$ cat src/rtl/simple_risc_pkg.sv
// ---------------------------------------------------------------------------
// | Package     : simple_risc_pkg                                            |
// | Description : Opcodes, sequencer states and PC select codes for the      |
// |               SimpleRISC multi-cycle control path.                       |
// | Revision    : 1.0  initial release                                       |
// ---------------------------------------------------------------------------
`default_nettype none

package simple_risc_pkg;

  localparam int OP_ADD  = 0;
  localparam int OP_SUB  = 1;
  localparam int OP_MUL  = 2;
  localparam int OP_DIV  = 3;
  localparam int OP_MOD  = 4;
  localparam int OP_CMP  = 5;
  localparam int OP_AND  = 6;
  localparam int OP_OR   = 7;
  localparam int OP_NOT  = 8;
  localparam int OP_MOV  = 9;
  localparam int OP_LSL  = 10;
  localparam int OP_LSR  = 11;
  localparam int OP_ASR  = 12;
  localparam int OP_NOP  = 13;
  localparam int OP_LD   = 14;
  localparam int OP_ST   = 15;
  localparam int OP_BEQ  = 16;
  localparam int OP_BGT  = 17;
  localparam int OP_B    = 18;
  localparam int OP_CALL = 19;
  localparam int OP_RET  = 20;

  typedef enum logic [2:0] {
    S_IDLE      = 3'd0,
    S_FETCH     = 3'd1,
    S_DECODE    = 3'd2,
    S_EXECUTE   = 3'd3,
    S_MEMORY    = 3'd4,
    S_WRITEBACK = 3'd5,
    S_HALT      = 3'd6
  } state_t;

  localparam logic [1:0] PC_SEL_NEXT   = 2'd0;
  localparam logic [1:0] PC_SEL_BRANCH = 2'd1;
  localparam logic [1:0] PC_SEL_RA     = 2'd2;

endpackage

`default_nettype wire

$ cat src/rtl/ctrl_decode.sv
// ---------------------------------------------------------------------------
// | Module      : ctrl_decode                                                |
// | Description : Combinational opcode classification for the sequencer.    |
// | Revision    : 1.0  initial release                                       |
// ---------------------------------------------------------------------------
`default_nettype none

module ctrl_decode
  import simple_risc_pkg::*;
#(
  parameter int OPW = 5
) (
  input  logic [OPW-1:0] i_op,
  output logic           o_is_muldiv,
  output logic           o_is_mem,
  output logic           o_is_st,
  output logic           o_writes_rd,
  output logic           o_is_uncond,
  output logic           o_is_cond,
  output logic           o_is_ret,
  output logic           o_illegal
);

  always_comb begin
    o_is_muldiv = (i_op >= OPW'(OP_MUL)) && (i_op <= OPW'(OP_MOD));
    o_is_mem    = (i_op == OPW'(OP_LD)) || (i_op == OPW'(OP_ST));
    o_is_st     = (i_op == OPW'(OP_ST));
    // cmp, nop, st and the branches other than call leave the register file alone
    o_writes_rd = (i_op <= OPW'(OP_MOD))
               || ((i_op >= OPW'(OP_AND)) && (i_op <= OPW'(OP_ASR)))
               || (i_op == OPW'(OP_LD))
               || (i_op == OPW'(OP_CALL));
    o_is_uncond = (i_op == OPW'(OP_B)) || (i_op == OPW'(OP_CALL));
    o_is_cond   = (i_op == OPW'(OP_BEQ)) || (i_op == OPW'(OP_BGT));
    o_is_ret    = (i_op == OPW'(OP_RET));
    o_illegal   = (i_op > OPW'(OP_RET));
  end

endmodule

`default_nettype wire

$ cat src/rtl/multicycle_ctrl.sv
// ---------------------------------------------------------------------------
// | Module      : multicycle_ctrl                                            |
// | Description : FETCH/DECODE/EXECUTE/MEMORY/WRITEBACK control sequencer.   |
// | Revision    : 1.0  initial release                                       |
// ---------------------------------------------------------------------------
`default_nettype none

module multicycle_ctrl
  import simple_risc_pkg::*;
#(
  parameter int OPW     = 5,
  parameter int TIMEOUT = 64
) (
  input  logic           Clk,
  input  logic           reset,
  input  logic           run,
  input  logic [OPW-1:0] opcode,
  input  logic           branch_taken,
  input  logic           alu_done,
  input  logic           imem_ready,
  input  logic           dmem_ready,
  output logic           imem_req,
  output logic           if_en,
  output logic           id_en,
  output logic           ex_start,
  output logic           dmem_req,
  output logic           dmem_we,
  output logic           isWb,
  output logic           isLd,
  output logic           isCall,
  output logic           pc_we,
  output logic [1:0]     pc_sel,
  output logic           halted,
  output logic           err,
  output logic [2:0]     state
);

  localparam int WCW = $clog2(TIMEOUT + 1);

  state_t         r_state;
  logic [OPW-1:0] r_op;
  logic           r_tk;
  logic           r_err;
  logic [WCW-1:0] r_wait;

  logic [OPW-1:0] w_dec_op;
  logic w_is_muldiv, w_is_mem, w_is_st, w_writes_rd;
  logic w_is_uncond, w_is_cond, w_is_ret, w_illegal;
  logic w_timeout, w_live, w_wb;

  // The legality check in DECODE must see the opcode before it is latched
  assign w_dec_op  = (r_state == S_DECODE) ? opcode : r_op;
  assign w_timeout = (r_wait == WCW'(TIMEOUT - 1));

  ctrl_decode #(.OPW(OPW)) u_decode (
    .i_op        (w_dec_op),
    .o_is_muldiv (w_is_muldiv),
    .o_is_mem    (w_is_mem),
    .o_is_st     (w_is_st),
    .o_writes_rd (w_writes_rd),
    .o_is_uncond (w_is_uncond),
    .o_is_cond   (w_is_cond),
    .o_is_ret    (w_is_ret),
    .o_illegal   (w_illegal)
  );

  always_ff @(posedge Clk) begin
    if (reset) begin
      r_state <= S_IDLE;
      r_op    <= '0;
      r_tk    <= 1'b0;
      r_err   <= 1'b0;
      r_wait  <= '0;
    end else begin
      r_wait <= '0;
      case (r_state)
        S_IDLE: if (run) r_state <= S_FETCH;
        S_FETCH: begin
          if (imem_ready) r_state <= S_DECODE;
          else if (w_timeout) begin
            r_state <= S_HALT;
            r_err   <= 1'b1;
          end else r_wait <= r_wait + WCW'(1);
        end
        S_DECODE: begin
          r_op <= opcode;
          if (w_illegal) begin
            r_state <= S_HALT;
            r_err   <= 1'b1;
          end else r_state <= S_EXECUTE;
        end
        S_EXECUTE: begin
          if (!w_is_muldiv || alu_done) begin
            r_tk    <= branch_taken;
            r_state <= w_is_mem ? S_MEMORY : S_WRITEBACK;
          end else if (w_timeout) begin
            r_state <= S_HALT;
            r_err   <= 1'b1;
          end else r_wait <= r_wait + WCW'(1);
        end
        S_MEMORY: begin
          if (dmem_ready) r_state <= S_WRITEBACK;
          else if (w_timeout) begin
            r_state <= S_HALT;
            r_err   <= 1'b1;
          end else r_wait <= r_wait + WCW'(1);
        end
        S_WRITEBACK: r_state <= run ? S_FETCH : S_IDLE;
        S_HALT:      r_state <= S_HALT;
        default:     r_state <= S_IDLE;
      endcase
    end
  end

  // Every strobe is held low while reset is asserted, whatever the old state
  assign w_live = !reset;
  assign w_wb   = w_live && (r_state == S_WRITEBACK);

  always_comb begin
    imem_req = w_live && (r_state == S_FETCH);
    if_en    = imem_req && imem_ready;
    id_en    = w_live && (r_state == S_DECODE);
    ex_start = w_live && (r_state == S_EXECUTE) && (r_wait == '0);
    dmem_req = w_live && (r_state == S_MEMORY);
    dmem_we  = dmem_req && w_is_st;
    pc_we    = w_wb;
    isWb     = w_wb && w_writes_rd;
    isLd     = w_wb && w_is_mem && !w_is_st;
    isCall   = w_wb && (r_op == OPW'(OP_CALL));
    pc_sel   = PC_SEL_NEXT;
    if (w_wb) begin
      if (w_is_ret) pc_sel = PC_SEL_RA;
      else if (w_is_uncond || (w_is_cond && r_tk)) pc_sel = PC_SEL_BRANCH;
    end
    halted   = w_live && (r_state == S_HALT);
    err      = w_live && r_err;
    state    = r_state;
  end

endmodule

`default_nettype wire
$ cat config.mk
export PLATFORM = sky130hd
export DESIGN_NAME = multicycle_ctrl
export DESIGN_NICKNAME = d
export VERILOG_FILES = /design/src/rtl/simple_risc_pkg.sv /design/src/rtl/ctrl_decode.sv /design/src/rtl/multicycle_ctrl.sv
export SDC_FILE = /design/constraint.sdc
export NUM_CORES = 1
export LEC_CHECK = 0
export CAP_MARGIN = 20
export CORE_ASPECT_RATIO = 0.9
export CORE_MARGIN = 1
export CORE_UTILIZATION = 52
export CTS_CLUSTER_SIZE = 16
export DETAILED_ROUTE_END_ITERATION = 10
export GPL_TIMING_DRIVEN = 0
export HOLD_SLACK_MARGIN = 0.15
export PLACE_DENSITY_LB_ADDON = 0.25
export SYNTH_ARGS = -nofsm -noshare
export SYNTH_HDL_FRONTEND = slang
export SYNTH_SLANG_ARGS = --single-unit
$ cat constraint.sdc
create_clock -name Clk -period 3.6 [get_ports Clk]
set_input_delay 0.36 -clock Clk [delete_from_list [all_inputs] [get_ports Clk]]
set_output_delay 0.36 -clock Clk [all_outputs]
set_load 0.005 [all_outputs]
==> results of run 1 <==
-- placed cells by master, fill, tap and decap left out, drive strengths merged, types with 2 or more instances in the layout --
cell	instances
nand4	2
and2	2
nor4	2
nor3b	10
ha	2
nand2	6
o211ai	2
xnor2	2
nor4b	2
clkdlybuf4s50	27
mux2i	5
xor2	2
a31oi	4
dfxtp	17
o21ai	7
nor3	14
nand2b	4
a21oi	6
buf	3
inv	6
nor2	19
clkbuf	7
nor2b	6
a211oi	2
o21a	2
nand3	4
-- through the flow --
stage	area, sq um	cells	util, %	hold WS (ns)
2_1_floorplan	1190	148	-	0.452
3_3_place_gp	1490	202	68.9	0.468
3_5_place_dp	1490	202	68.9	0.478
5_1_grt	1520	206	70.3	0.521
4_1_cts	1520	206	70.3	0.499
6_report	1520	206	70.3	0.501
-- cell families after synthesis --
group | after synthesis | share of synthesized area [%]
compound gates | 30 | 18.4
xor+xnor | 4 | 2.95
fa+ha+maj | 2 | 2.11
buf+inv | 13 | 5.17
flops | 17 | 28.7
mux | 5 | 4.54
simple gates | 77 | 38.2
-- routing by layer --
layer	global-route usage [%]	up-vias	wire length (microns)
met1	36.2	559	1420
li1	-	602	-
met3	6.80	7	218
met4	8.95	0	43
met5	0	-	0
met2	42.8	57	1390
-- registers in the layout, summed over array words and instances (netlist names) --
signal,cells
r_tk,1
r_wait,7
r_err,1
state,3
r_op,5
-- final cells by class --
| type | count | area (sq um) | share of cell area (%) |
|---|---|---|---|
| multi-input combinational | 118 | 785 | 51.6 |
| sequential | 17 | 340 | 22.4 |
| timing repair buffer | 27 | 270 | 17.8 |
| buffer | 7 | 38.8 | 2.55 |
| tap | 27 | 33.8 | 2.22 |
| clock buffer | 3 | 22.5 | 1.48 |
| inverter | 6 | 22.5 | 1.48 |
| clock inverter | 1 | 7.51 | 0.494 |
-- power groups by stage --
stage               registers [mW]  clock network, mW  logic, mW
finish                       0.198              0.116     0.0828
global placement             0.202                  0     0.0796
global route                 0.199              0.128     0.0895
floorplan                    0.201                  0     0.0482
detailed placement           0.202                  0     0.0810
CTS                          0.198              0.118     0.0815
-- final timing paths --
check / startpoint / end / slack [ns] / depth (start not counted)
setup / recovery: state[1]$_SDFFE_PP0P_ / isWb / 0.62 / 6
hold / removal: r_wait[6]$_SDFF_PP0_ / r_wait[6]$_SDFF_PP0_ / 0.50 / 2
setup reg to reg: state[1]$_SDFFE_PP0P_ / state[1]$_SDFFE_PP0P_ / 1.70 / 6
hold reg to reg: r_wait[6]$_SDFF_PP0_ / r_wait[6]$_SDFF_PP0_ / 0.50 / 2
-- worst max-delay path, cell delays in order (launching register included) --
cell and delay, ns:
dfxtp_1 0.38, buf_6 0.16, nor3b_4 0.48, mux2i_1 0.44, o21ai_0 0.13, a21boi_1 0.18
clkdlybuf4s50_1 0.54
==> results.yml, run 1 <==
setup_path:
  path_class: "reg2out"
  cp-end-kind: "output port"
  start_kind: "flip-flop"
  arrival_ns: 2.62
  path_max_fanout: 10
  worst_ep_required_time_ns: 3.24
placement:
  place.gp.congestion: 0.859
  dp_hpwl_mm: 2.30
  pre_cts_ws_ns: 0.986
  port_buffers: 27
clock_tree:
  cts_tree: "built"
  htreeDepth: 1
  clk_latency_ns: 0.32
  clockBufferDepth: 2
  cts_setup_buffers: 0
  cts_made_buffers: 3
  clk_pin_slew_ns: 0.11
  cts_resized: 0
  cts-hold-fix-buffers: 0
  root_buffer: "clkbuf_4"
  clkSinkCount: 17
die:
  core_sq_mm: 0.00216
  ios: 29
  initial_core_util_pct: 54.9
  die_h_microns: 47.3
  die_x_microns: 52.3
  dieArea_sq_mm: 0.00248
  rows: 16
logic_synthesis:
  yosysWarnings: 0
  yosys-top-cells-count: "19 x nor2_1, 17 x dfxtp_1, 13 x nor3_1"
  syn_avg_cell_area_sq_um: 8.01
  ys_seq_elements: 17
  yosysSeqAreaShare_pct: 28.7
  ys_top_cells_by_area: "dfxtp_1 29%, nor2_1 6.0%, nor3b_1 5.7%"
  yosysTopAreaCellShare_pct: 28.7
  syn_area_sq_mm: 0.00119
  yosys.area.top_type: "dfxtp_1"
  synth_ff_type: "dfxtp_1"
  synth_most_common_cell: "nor2_1"
  async_reset_ff_share_pct: 0
  synth_edf_count: 0
  yosysUniqueCellTypes: 48
  syn_inst: 148
  syn_nets: 162
sta:
  hold_viol: 0
  drv_slew: 0
  slew_headroom_pct: 50.9
  tns_ns: 0
  setup_slack_ns: 0.624
  timing.fmax_mhz: 336
  layout_min_cycle_time_ns: 2.98
  worstMarginPinSlew_ns: 0.727
  grt_setup_unrepaired: "false"
  fin_skew_ns: 0.00926
  period_share_pct: 82.7
  setup_viol: 0
power_and_ir_drop:
  pwr-share-seq_pct: 49.9
  p_comb_share_pct: 20.9
  power_leakage_nw: 0.513
  intPower_uw: 275
  total_power_uw: 397
  power_density_mw_per_mm2: 261
  swShare_pct: 30.7
  ir_worst_vdd_mv: 0.272
  switchingPower_uw: 122
  power_frac_clock_pct: 29.3
cells_and_area:
  nFillCells: 176
  fin_nets: 194
  antenna_cells: 0
  drive_above_1_share_pct: 8.38
  syn_to_final_growth_pct: 28.2
detailed_routing:
  drt_iter0_drc: 62
  finalWirelength_mm: 3.07
  vias: 1225
  ant_nets: 0
  drtPass1Iterations: 4
  wl_per_cell_microns: 14.9
  vias_per_cell: 5.95
  drc: 0
grt:
  grt_overflow_total: 0
  gr-usage-all-layers_pct: 27.0
  grt_max_degree: 12
  grt_pass1_vias: 1031
  grt_first_pass_wirelength_mm: 4.80
  grt_antenna_before_repair: 0
hold_path:
  hold_path.class: "reg2reg"
job:
  max-cap-violations: 0
outcome:
  status: "finished, final reports clean"
No activity file was read; power rests on OpenSTA's default activity.
==> inputs of run 2 (changes only) <==
--- a/config.mk
+++ b/config.mk
@@ -8,7 +8,7 @@
 export CAP_MARGIN = 20
 export CORE_ASPECT_RATIO = 0.9
 export CORE_MARGIN = 1
-export CORE_UTILIZATION = 52
+export CORE_UTILIZATION = 44
 export CTS_CLUSTER_SIZE = 16
 export DETAILED_ROUTE_END_ITERATION = 10
 export GPL_TIMING_DRIVEN = 0
==> constraint.sdc (replaced) <==
create_clock -name Clk -period 2.7 [get_ports Clk]
set_input_delay 0.27 -clock Clk [delete_from_list [all_inputs] [get_ports Clk]]
set_output_delay 0.27 -clock Clk [all_outputs]
set_load 0.005 [all_outputs]
==> run 2 against run 1 <==
Against the previous run: sequential power grew 33%; highest routed layer unchanged; die area rose by 17%; via count increased by 0.82%; power up 33%; routed wire length up 1.6%; the flow now finishes with violations (design-rule violations); largest cell class unchanged; combinational power is 44% higher; clock skew up 0.0027 ns.
==> results.yml, run 2 (synthesis gave the netlist of run 1 again) <==
cells_and_area:
  fin_util_pct: 63.3
  mostFrequentLayoutCell: "clkdlybuf4s50_1"
  drive_above_1_share_pct: 14.8
  fin_nets: 198
  syn_to_final_growth_pct: 34.0
  antenna_cells: 0
  largest_reg_flops: 7
  fin_cells: 211
  top_register: "r_wait"
  final_cell_mix: "27 x clkdlybuf4s50_1, 19 x nor2_1, 15 x dfxtp_1, 13 x nor3_1, 9 x nor3b_1"
setup_path:
  critPathSlowestCell: "clkdlybuf4s50_1"
  start_kind: "flip-flop"
  max_stage_delay_ns: 0.51
  worst_ep_required_time_ns: 2.43
  path_cells: "or3b_1, buf_4, mux2i_4, nor2b_2, o22ai_1, a21boi_1, clkdlybuf4s50_1"
  cpLargestDelayFamily: "buffers and inverters"
  path_class: "reg2out"
  arrival_ns: 2.37
  cp-end-kind: "output port"
  critPathBufInv: 2
  path_max_fanout: 9
outcome:
  violations: "design-rule violations"
  status: "complete, but fails checks"
sta:
  period_share_pct: 97.6
  drv_slew: 0
  worstMarginPinSlew_ns: 0.707
  holdWs_ns: 0.497
  setup_viol: 0
  slew_headroom_pct: 52.3
  hold_viol: 0
  layout_min_cycle_time_ns: 2.64
  grt_setup_unrepaired: "true"
  fin_skew_ns: 0.0119
  timing.fmax_mhz: 379
power_and_ir_drop:
  ir_worst_vdd_mv: 0.187
  power_leakage_nw: 0.550
  total_power_uw: 528
  power_density_mw_per_mm2: 333
clock_tree:
  clk_pin_slew_ns: 0.11
  cts_made_buffers: 3
  htreeDepth: 1
  clk_latency_ns: 0.31
  clkSinkCount: 17
  root_buffer: "clkbuf_4"
  clockBufferDepth: 2
  cts-hold-fix-buffers: 0
  cts_tree: "built"
die:
  core_sq_mm: 0.00251
  die_x_microns: 56.7
  rows: 17
  initial_core_util_pct: 47.3
  ios: 29
  dieArea_sq_mm: 0.00291
  die_h_microns: 51.3
placement:
  dp_hpwl_mm: 2.32
  dp.cells: 203
  port_buffers: 27
  place.gp.congestion: 0.897
detailed_routing:
  wl_per_cell_microns: 14.8
  drt_iter0_drc: 54
  ant_nets: 0
  vias_per_cell: 5.85
  drc: 3
  drtPass1Iterations: 7
  finalWirelength_mm: 3.12
  vias: 1235
grt:
  grt_antenna_before_repair: 0
  gr-usage-all-layers_pct: 22.5
  grt_pass1_vias: 1139
  grt_first_pass_wirelength_mm: 5.06
  grt_max_degree: 11
  grt_overflow_total: 0
job:
  max-cap-violations: 0
hold_path:
  hold_path.class: "reg2reg"
-- run 2: changes by cell type in the layout (fill, tap and decap cells not counted), sizes merged --
cell and change:
buf +4, clkinv +1, clkinvlp -1
-- run 2: path summary, 6_finish.rpt --
path	startpoint	to	slack, ns	cells past startpoint
worst max-delay path	state[2]$_SDFFE_PP0P_	isWb	0.06	7
worst min-delay path	r_wait[6]$_SDFF_PP0_	r_wait[6]$_SDFF_PP0_	0.50	2
worst min register to register	r_wait[6]$_SDFF_PP0_	r_wait[6]$_SDFF_PP0_	0.50	2
worst max register to register	state[1]$_SDFFE_PP0P_	state[1]$_SDFFE_PP0P_	0.88	7
-- run 2: what timing repair did --
| item | 4_1_cts | 5_1_grt |
|---|---|---|
| endpoints found under the setup margin | 5 | 4 |
| cloned | 0 | 0 |
| gates resized for setup | 3 | 11 |
| setup buffers | 3 | 1 |
| endpoints found under the hold margin | 0 | 0 |
-- run 2: power by group --
| part | switching (mW) | leakage, nW | total (mW) | internal (mW) |
|---|---|---|---|---|
| clock | 0.0900 | 0.0177 | 0.145 | 0.0554 |
| combinational | 0.0598 | 0.393 | 0.119 | 0.0597 |
| sequential | 0.00758 | 0.139 | 0.264 | 0.256 |
| total | 0.157 | 0.550 | 0.528 | 0.371 |
-- run 2: area by class of cell --
cell class	count	area [sq um]
well taps	28	35.0
plain buffers	7	42.5
flip-flops and latches	17	345
clock buffers	3	22.5
multi-input cells	118	812
clock inverters	1	5.00
fillers	218	921
repair buffers	31	304
inverters	6	22.5
-- run 2: tightest hold or removal path, delay by kind of cell, from the launching register on --
family / cells / cell delay, ns
flip-flops: 1 / 0.35
AO/OA/AOI/OAI: 1 / 0.08
AND/OR/NAND/NOR: 1 / 0.04
-- run 2: layer usage --
metal  GRT usage, %  vias to the layer above  wire length [microns]
met2           36.5                       43                   1420
met4           6.50                        0                     25
met1           29.6                      574                   1460
met3           5.82                        4                    212
li1               -                      614                      -
met5              0                        -                      0
-- run 2: per-stage QoR --
stage	setup slack, ns	cell area (sq um)	setup TNS (ns)
after global placement	0.233	1490	0
after floorplan	0.915	1190	0
after CTS	0.0269	1550	0
after detailed placement	0.232	1490	0
after global routing	-0.0401	1590	-0.0401
final	0.0636	1590	0
